==> config.mk <==
export PLATFORM = sky130hd
export DESIGN_NAME = hvac_zone_ctrl
export DESIGN_NICKNAME = d
export VERILOG_FILES = /design/src/rtl/hvac_pkg.sv /design/src/rtl/hvac_zone_fsm.sv /design/src/rtl/hvac_zone_ctrl.sv
export SDC_FILE = /design/constraint.sdc
export NUM_CORES = 1
export LEC_CHECK = 0
export BUFFER_PORTS_ARGS = -buffer_cell sky130_fd_sc_hd__buf_2
export CAP_MARGIN = 20
export CELL_PAD_IN_SITES_DETAIL_PLACEMENT = 1
export CELL_PAD_IN_SITES_GLOBAL_PLACEMENT = 1
export CORE_ASPECT_RATIO = 0.6
export CORE_UTILIZATION = 40
export DETAILED_ROUTE_END_ITERATION = 8
export PLACE_DENSITY = 0.81
export SYNTH_ARGS = -nofsm -noshare
export SYNTH_HDL_FRONTEND = slang
export SYNTH_SLANG_ARGS = --single-unit
==> constraint.sdc <==
create_clock -name clk -period 3.03 [get_ports clk]
set_input_delay 0.4545 -clock clk [delete_from_list [all_inputs] [get_ports clk]]
set_output_delay 0.4545 -clock clk [all_outputs]
set_load 0.005 [all_outputs]
==> src/rtl/hvac_pkg.sv <==
// Shared types for the HVAC zone controller: zone state, mode encoding and
// the per-zone control bundle driven by the arbitration logic in the top.
package hvac_pkg;

    typedef enum logic [1:0] {
        ZONE_IDLE = 2'b00,
        ZONE_HEAT = 2'b01,
        ZONE_COOL = 2'b10
    } zone_state_e;

    localparam logic [1:0] MODE_OFF       = 2'b00;
    localparam logic [1:0] MODE_AUTO      = 2'b01;
    localparam logic [1:0] MODE_HEAT_ONLY = 2'b10;
    localparam logic [1:0] MODE_COOL_ONLY = 2'b11;

    typedef struct packed {
        logic heat_en;        // zone may enter HEAT this cycle
        logic cool_en;        // zone may enter COOL this cycle
        logic force_heat_off; // drop HEAT now, dwell ignored
        logic force_cool_off; // drop COOL now, dwell ignored
    } zone_ctl_t;

    function automatic logic heat_mode(input logic [1:0] m);
        return (m == MODE_AUTO) || (m == MODE_HEAT_ONLY);
    endfunction

    function automatic logic cool_mode(input logic [1:0] m);
        return (m == MODE_AUTO) || (m == MODE_COOL_ONLY);
    endfunction

endpackage

==> src/rtl/hvac_zone_fsm.sv <==
// One zone: IDLE/HEAT/COOL state, dwell counter and threshold compares.
// Entry into HEAT/COOL is gated by the enables supplied by the top.
module hvac_zone_fsm
    import hvac_pkg::*;
#(
    parameter int TEMP_W    = 5,
    parameter int HEAT_ON   = 18,
    parameter int HEAT_OFF  = 20,
    parameter int COOL_ON   = 22,
    parameter int COOL_OFF  = 20,
    parameter int MIN_DWELL = 8
) (
    input  logic              clk,
    input  logic              rst_n,
    input  logic [TEMP_W-1:0] temp,
    input  zone_ctl_t         ctl,
    output zone_state_e       state,
    output logic              heat_req
);

    localparam int DW = (MIN_DWELL > 0) ? $clog2(MIN_DWELL + 1) : 1;
    localparam logic [DW-1:0]     DWELL_MAX = DW'(MIN_DWELL);
    localparam logic [TEMP_W-1:0] T_HON     = TEMP_W'(HEAT_ON);
    localparam logic [TEMP_W-1:0] T_HOFF    = TEMP_W'(HEAT_OFF);
    localparam logic [TEMP_W-1:0] T_CON     = TEMP_W'(COOL_ON);
    localparam logic [TEMP_W-1:0] T_COFF    = TEMP_W'(COOL_OFF);

    zone_state_e   state_nxt;
    logic [DW-1:0] dwell;
    logic          dwell_ok;
    logic          cool_req;

    assign dwell_ok = (dwell == DWELL_MAX);
    assign heat_req = (state == ZONE_IDLE) && (temp <= T_HON) && dwell_ok;
    assign cool_req = (state == ZONE_IDLE) && (temp >= T_CON) && dwell_ok;

    always_ff @(posedge clk) begin
        if (!rst_n) begin
            state <= ZONE_IDLE;
            dwell <= '0;
        end else begin
            state <= state_nxt;
            // Any state change, forced or normal, restarts the dwell window.
            if (state_nxt != state)
                dwell <= '0;
            else if (!dwell_ok)
                dwell <= dwell + DW'(1);
        end
    end

    always_comb begin
        state_nxt = state;
        unique case (state)
            ZONE_IDLE: begin
                if (heat_req && ctl.heat_en)
                    state_nxt = ZONE_HEAT;
                else if (cool_req && ctl.cool_en)
                    state_nxt = ZONE_COOL;
            end
            ZONE_HEAT: begin
                if (ctl.force_heat_off || (dwell_ok && temp >= T_HOFF))
                    state_nxt = ZONE_IDLE;
            end
            ZONE_COOL: begin
                if (ctl.force_cool_off || (dwell_ok && temp <= T_COFF))
                    state_nxt = ZONE_IDLE;
            end
            default: state_nxt = ZONE_IDLE;
        endcase
    end

endmodule

==> src/rtl/hvac_zone_ctrl.sv <==
// Multi-zone HVAC controller: per-zone FSMs plus shared heat/cool permission
// so the plant never heats and cools at once; heat wins a simultaneous start.
module hvac_zone_ctrl
    import hvac_pkg::*;
#(
    parameter int N_ZONES   = 4,
    parameter int TEMP_W    = 5,
    parameter int HEAT_ON   = 18,
    parameter int HEAT_OFF  = 20,
    parameter int COOL_ON   = 22,
    parameter int COOL_OFF  = 20,
    parameter int MIN_DWELL = 8
) (
    input  logic                      clk,
    input  logic                      rst_n,
    input  logic [1:0]                mode,
    input  logic [N_ZONES*TEMP_W-1:0] temp,
    output logic [N_ZONES-1:0]        heating,
    output logic [N_ZONES-1:0]        cooling,
    output logic                      plant_heat,
    output logic                      plant_cool
);

    localparam logic [TEMP_W-1:0] T_HON  = TEMP_W'(HEAT_ON);
    localparam logic [TEMP_W-1:0] T_HOFF = TEMP_W'(HEAT_OFF);
    localparam logic [TEMP_W-1:0] T_CON  = TEMP_W'(COOL_ON);
    localparam logic [TEMP_W-1:0] T_COFF = TEMP_W'(COOL_OFF);

    if (N_ZONES < 1 || N_ZONES > 16) begin : g_bad_zones
        $fatal(1, "hvac_zone_ctrl: N_ZONES must be 1..16");
    end
    if (!(T_HON < T_HOFF && T_HOFF <= T_COFF && T_COFF < T_CON)) begin : g_bad_thr
        $fatal(1, "hvac_zone_ctrl: thresholds must satisfy HEAT_ON < HEAT_OFF <= COOL_OFF < COOL_ON");
    end

    zone_state_e        zst [N_ZONES];
    logic [N_ZONES-1:0] heat_req;
    zone_ctl_t          ctl;
    logic               heat_perm;
    logic               cool_perm;

    // Permissions use registered states only, so no zone's entry depends on
    // another zone's entry except for the heat-over-cool tie break below.
    always_comb begin
        heat_perm          = heat_mode(mode) && !(|cooling);
        cool_perm          = cool_mode(mode) && !(|heating);
        ctl                = '0;
        ctl.heat_en        = heat_perm;
        ctl.cool_en        = cool_perm && !(heat_perm && |heat_req);
        ctl.force_heat_off = (mode == MODE_OFF) || (mode == MODE_COOL_ONLY);
        ctl.force_cool_off = (mode == MODE_OFF) || (mode == MODE_HEAT_ONLY);
    end

    for (genvar i = 0; i < N_ZONES; i++) begin : g_zone
        hvac_zone_fsm #(
            .TEMP_W   (TEMP_W),
            .HEAT_ON  (HEAT_ON),
            .HEAT_OFF (HEAT_OFF),
            .COOL_ON  (COOL_ON),
            .COOL_OFF (COOL_OFF),
            .MIN_DWELL(MIN_DWELL)
        ) u_fsm (
            .clk     (clk),
            .rst_n   (rst_n),
            .temp    (temp[i*TEMP_W +: TEMP_W]),
            .ctl     (ctl),
            .state   (zst[i]),
            .heat_req(heat_req[i])
        );

        assign heating[i] = (zst[i] == ZONE_HEAT);
        assign cooling[i] = (zst[i] == ZONE_COOL);
    end

    assign plant_heat = |heating;
    assign plant_cool = |cooling;

endmodule

==> flow_metrics.py, run 1 <==
metrics = {
    "pwr": {
        "p_leak_nw": 0.846,
        "ir_worst_vdd_uv": 214,
        "power.density_mw_per_mm2": 355,
    },
    "floorplan": {
        "io_pins": 34,
        "dieHeight_um": 51.8,
        "coreArea_mm2": 0.00381,
        "rows": 17,
        "start_util_pct": 43.4,
        "die_w_um": 85.0,
        "die_area_mm2": 0.00440,
    },
    "detailed_routing": {
        "drc": 0,
        "wl_per_cell_um": 15.7,
        "drt_iter0_drc": 72,
        "ant_nets": 0,
        "vias": 1600,
        "vias_per_cell": 5.69,
        "dr.pass1.iters": 4,
        "totalWireLength_um": 4410,
    },
    "critical_path": {
        "crit_buf_inv": 1,
        "cp_cell_sequence": "inv_1 > ha_1 > nand3b_1 > a2111oi_0 > or4_4 > a2111oi_2 > o21ba_1",
        "crit_slowest_cell": "a2111oi_2",
        "rr_startpoint": "g_zone[0].u_fsm.dwell[0]",
        "crit_path_max_incr_delay_ns": 0.64,
        "crit_start": "g_zone[0].u_fsm.dwell[0]",
        "crit_fanout": 9,
        "worstSetupStartpointType": "flip-flop",
        "crit_family": "compound AO/OA/AOI/OAI gates",
        "r2r_slack_ns": 0.33,
        "worstSetupPathType": "reg2reg",
        "arrival_ns": 2.91,
        "crit_required_ns": 3.25,
        "endpoint_kind": "flip-flop",
    },
    "cells_and_area": {
        "syn_to_final_growth_pct": 17.3,
        "layout_commonest_cell": "buf_2",
        "drive_above_1_share_pct": 20.5,
        "nets": 271,
        "mostFrequentLayoutCells": "33 x buf_2, 24 x dfxtp_1, 18 x nand2_1, 13 x o21ai_0",
        "antenna_cells": 0,
        "fillers": 486,
    },
    "place": {
        "hpwlAfterDp_um": 3490,
        "portBuffers": 33,
        "place.gp.congestion": 0.804,
    },
    "synth": {
        "synthArstFlopShare_pct": 0,
        "ys.flop_type": "dfxtp_1",
        "yosys_warnings": 0,
        "ys_seq_area_share_pct": 29.0,
        "synth_enable_flop_cells": 0,
        "ys_types": 38,
        "synthCells": 197,
        "ys_seq_elements": 24,
        "post_synth_main_area_contributors": "dfxtp_1 29%, ha_1 9.1%, nand2_1 4.1%",
        "syn-cell-area_mm2": 0.00165,
        "synth_top_area_cell": "dfxtp_1",
        "postSynthAreaPerCell_um2": 8.40,
        "synth.top_cell.area_share_pct": 29.0,
        "syn_nets": 233,
    },
    "run_status": {
        "status": "completed",
    },
    "clocking": {
        "cts_made_buffers": 3,
        "clk-insertion-delay-late_ns": 0.27,
        "postCtsSetupBuffers": 0,
        "cts_resized": 0,
        "clk_pin_slew_ns": 0.09,
        "cts_root_buf": "clkbuf_8",
        "cts_tree": "yes",
        "h-tree-depth": 1,
        "cts_hold_buffers": 0,
        "cts.sinks": 24,
        "clockBufferDepth": 2,
    },
    "worst_hold_path": {
        "hold_start": "rst_n",
        "min_path_type": "in2reg",
    },
    "sta": {
        "slew_headroom_pct": 34.3,
        "fin_skew_ns": 0.00392,
        "finalCriticalPeriod_ns": 2.70,
        "period_share_pct": 89.0,
        "tightest_slew_ns": 0.960,
        "rsz0062_at_grt": "no",
        "setup_tns_ns": 0,
        "hold_viol_final": 0,
        "drv_slew": 0,
        "setup-violations-final": 0,
        "whs_ns": 0.517,
        "clock.fmax_ghz": 0.371,
    },
    "global_routing": {
        "grt_pass1_vias": 1523,
        "grt_overflow": 0,
        "grt_pass1_wl_um": 7360,
        "grt_antenna_before_repair": 0,
        "grt_max_degree": 14,
        "grt_usage_pct": 21.6,
    },
    "run": {
        "max_cap_viol_count": 0,
    },
}
==> worst register-to-register path: stages (launching register included) <==
cell	delay (ns)
dfxtp_1	0.42
inv_1	0.07
ha_1	0.19
nand3b_1	0.27
a2111oi_0	0.21
or4_4	0.63
a2111oi_2	0.64
o21ba_1	0.22
==> power by group <==
group          leakage (nW)  switching, mW  total [mW]  internal [mW]
Sequential            0.196         0.0160       0.347          0.331
Clock                0.0288          0.108       0.225          0.116
Combinational         0.621         0.0667       0.118         0.0516
Total                 0.846          0.191       0.690          0.499
==> sequential cells by signal, summed over array words and instances (netlist names) <==
register	count
g_zone.u_fsm.state	8
g_zone.u_fsm.dwell	16
==> cell families after synthesis <==
family,count (synthesis),share of synthesized area [%]
compound gates,59,26.3
xor+xnor,10,5.29
fa+ha+maj,12,9.08
buf+inv,13,2.95
flops,24,29.0
mux,2,1.29
simple gates,77,26.0
==> path summary, 6_finish.rpt <==
check / cells after the start / to
worst max-delay path: 7 / g_zone[1].u_fsm.state[1]
worst max register to register: 7 / g_zone[1].u_fsm.state[1]
worst min-delay path: 2 / g_zone[2].u_fsm.state[1]
worst min register to register: 2 / g_zone[0].u_fsm.state[0]
==> final cells by class <==
cell class	count	area, µm²	area share (%)
Multi-Input combinational cell	160	1120	58.0
Sequential cell	24	480	24.8
Timing Repair Buffer	35	180	9.28
Tap cell	47	58.8	3.03
Clock buffer	4	55.1	2.84
Inverter	11	41.3	2.13
==> cells in the mapped netlist (all sizes together) (2+ instances only) <==
cell type  number
o21a            4
ha             12
clkbuf          2
nor4b           5
a21oi          11
nor4            2
and2            2
nand2          18
nand3          12
nor2            8
nor2b           8
a21o            5
inv            11
a2111oi         7
o31ai           2
dfxtp          24
o21ai          15
xnor2           6
nor3           12
o21ba           2
a211o           4
xor2            4
nand3b          4
o211ai          6
or4             3
==> per-stage QoR <==
| step | total power, mW | instances | instance area, µm² | utilization (%) | setup WS [ns] |
|---|---|---|---|---|---|
| 6_report | 0.690 | 281 | 1940 | 51.0 | 0.334 |
| 5_1_grt | 0.731 | 281 | 1940 | 51.0 | 0.149 |
| 4_1_cts | 0.698 | 281 | 1940 | 51.0 | 0.326 |
| 3_5_place_dp | 0.472 | 277 | 1890 | 49.5 | 0.382 |
| 3_3_place_gp | 0.467 | 277 | 1890 | 49.5 | 0.509 |
| 2_1_floorplan | 0.426 | 197 | 1650 | - | 0.804 |
==> layer usage <==
layer | global-route usage, % | vias to the layer above | part of all wire (%)
met2 | 34.5 | 34 | 42
met3 | 3.81 | 2 | 3.4
met1 | 31.0 | 751 | 54
li1 | - | 813 | -
met5 | 0 | - | 0
met4 | 3.39 | 0 | 0.32
Power figures use the tool's default switching activity.
==> run 2: changes to the inputs <==
--- a/config.mk
+++ b/config.mk
@@ -10,6 +10,7 @@
 export CELL_PAD_IN_SITES_DETAIL_PLACEMENT = 1
 export CELL_PAD_IN_SITES_GLOBAL_PLACEMENT = 1
 export CORE_ASPECT_RATIO = 0.6
+export CORE_MARGIN = 8
 export CORE_UTILIZATION = 40
 export DETAILED_ROUTE_END_ITERATION = 8
 export PLACE_DENSITY = 0.81
==> run 2 against run 1 <==
Via count is 0.25% lower. Die area is 48% higher. Sequential power hardly changed. Sequential share of layout area is 0.16 points lower. Highest routed layer unchanged. Critical path type unchanged. Routed wire length is 5.8% higher.
==> flow_metrics.py, run 2 (synthesis gave the netlist of run 1 again) <==
metrics = {
    "run_status": {
        "status": "completed",
    },
    "floorplan": {
        "die_w_um": 99.0,
        "dieHeight_um": 65.8,
        "rows": 18,
        "coreArea_mm2": 0.00403,
        "io_pins": 34,
        "die_area_mm2": 0.00652,
        "start_util_pct": 41.0,
    },
    "sta": {
        "hold_viol_final": 0,
        "setup-violations-final": 0,
        "drv_slew": 0,
        "finalCriticalPeriod_ns": 2.60,
        "whs_ns": 0.518,
        "clock.fmax_ghz": 0.385,
        "rsz0062_at_grt": "no",
        "tightest_slew_ns": 0.954,
        "period_share_pct": 85.7,
        "slew_headroom_pct": 34.7,
        "setup_tns_ns": 0,
        "fin_skew_ns": 0.0118,
    },
    "pwr": {
        "power.density_mw_per_mm2": 384,
        "p_leak_nw": 0.848,
        "ir_worst_vdd_uv": 280,
    },
    "cells_and_area": {
        "nets": 270,
        "layout_commonest_cell": "buf_2",
        "final_area_mm2": 0.00195,
        "mostFrequentLayoutCells": "33 x buf_2, 24 x dfxtp_1, 18 x nand2_1, 13 x o21ai_0",
        "ff_latch_area_um2": 480,
        "fillers": 517,
        "instances_no_fill": 283,
        "reg_top3": "g_zone.u_fsm.dwell: 16 flops, g_zone.u_fsm.state: 8 flops",
        "largest_reg_flops": 16,
        "syn_to_final_growth_pct": 18.1,
        "multiInputGateArea_mm2": 0.00112,
        "antenna_cells": 0,
        "drive_above_1_share_pct": 20.2,
        "largest-register": "g_zone.u_fsm.dwell",
        "post-route-util_pct": 48.4,
    },
    "place": {
        "dpl.cell_count": 279,
        "portBuffers": 33,
        "hpwlAfterDp_um": 3810,
        "place.gp.congestion": 0.827,
        "place_area_mm2": 0.00188,
    },
    "critical_path": {
        "crit_fanout": 9,
        "r2r_slack_ns": 0.43,
        "arrival_ns": 2.73,
        "worstSetupPathType": "reg2reg",
        "crit_required_ns": 3.16,
        "worstSetupStartpointType": "flip-flop",
        "endpoint_kind": "flip-flop",
    },
    "clocking": {
        "clk_pin_slew_ns": 0.09,
        "cts_resized": 0,
        "cts_tree": "yes",
        "clockBufferDepth": 2,
        "clk-insertion-delay-late_ns": 0.27,
        "cts_root_buf": "clkbuf_8",
        "h-tree-depth": 1,
        "cts_made_buffers": 3,
        "cts_hold_buffers": 0,
        "postCtsSetupBuffers": 0,
        "cts.sinks": 24,
    },
    "detailed_routing": {
        "vias_per_cell": 5.64,
        "drt_iter0_drc": 64,
        "totalWireLength_um": 4670,
        "vias": 1596,
        "wl_per_cell_um": 16.5,
        "drc": 0,
        "dr.pass1.iters": 4,
        "ant_nets": 0,
    },
    "global_routing": {
        "grt_pass1_vias": 1617,
        "grt_antenna_before_repair": 0,
        "grt_pass1_wl_um": 7910,
        "grt_max_degree": 15,
        "grt_usage_pct": 14.8,
        "grt_overflow": 0,
    },
    "worst_hold_path": {
        "min_path_type": "in2reg",
    },
    "run": {
        "max_cap_viol_count": 0,
    },
}
==> run 2: area by class of cell <==
class | count | share of cell area (%)
clock buffers | 3 | 2.11
repair buffers | 34 | 8.84
clock inverters | 1 | 1.54
flip-flops and latches | 24 | 24.6
multi-input cells | 160 | 57.6
inverters | 11 | 2.11
well taps | 50 | 3.20
==> run 2: final timing paths <==
| kind | from | end | cells past startpoint |
|---|---|---|---|
| max | g_zone[0].u_fsm.dwell[0] | g_zone[1].u_fsm.dwell[1] | 7 |
| min | rst_n | g_zone[2].u_fsm.state[1] | 2 |
| max reg2reg | g_zone[0].u_fsm.dwell[0] | g_zone[1].u_fsm.dwell[1] | 7 |
| min reg2reg | g_zone[3].u_fsm.dwell[1] | g_zone[3].u_fsm.dwell[1] | 2 |
==> run 2: where the power goes <==
part / internal [mW] / total [mW] / switching (mW)
combinational: 0.0520 / 0.121 / 0.0688
sequential: 0.331 / 0.346 / 0.0154
clock: 0.177 / 0.283 / 0.106
==> run 2: worst max-delay path, stage by stage (launching register included) <==
cell	delay, ns
dfxtp_1	0.40
inv_1	0.07
ha_1	0.20
nand3b_1	0.27
a2111oi_0	0.17
or4_4	0.60
a2111oi_2	0.61
nor3_1	0.13
==> run 2: per-stage QoR <==
stage               setup slack, ns  total power [mW]
CTS                           0.399             0.758
global route                  0.196             0.794
floorplan                     0.804             0.426
global placement              0.514             0.468
detailed placement            0.437             0.475
finish                        0.433             0.750
==> run 2: routing by layer <==
| metal | global-route usage, % | vias to the layer above | part of all wire [%] |
|---|---|---|---|
| met1 | 19.3 | 762 | 49 |
| li1 | - | 807 | - |
| met3 | 4.10 | 2 | 5.1 |
| met5 | 0 | - | 0 |
| met2 | 24.2 | 25 | 45 |
| met4 | 2.28 | 0 | 0.43 |
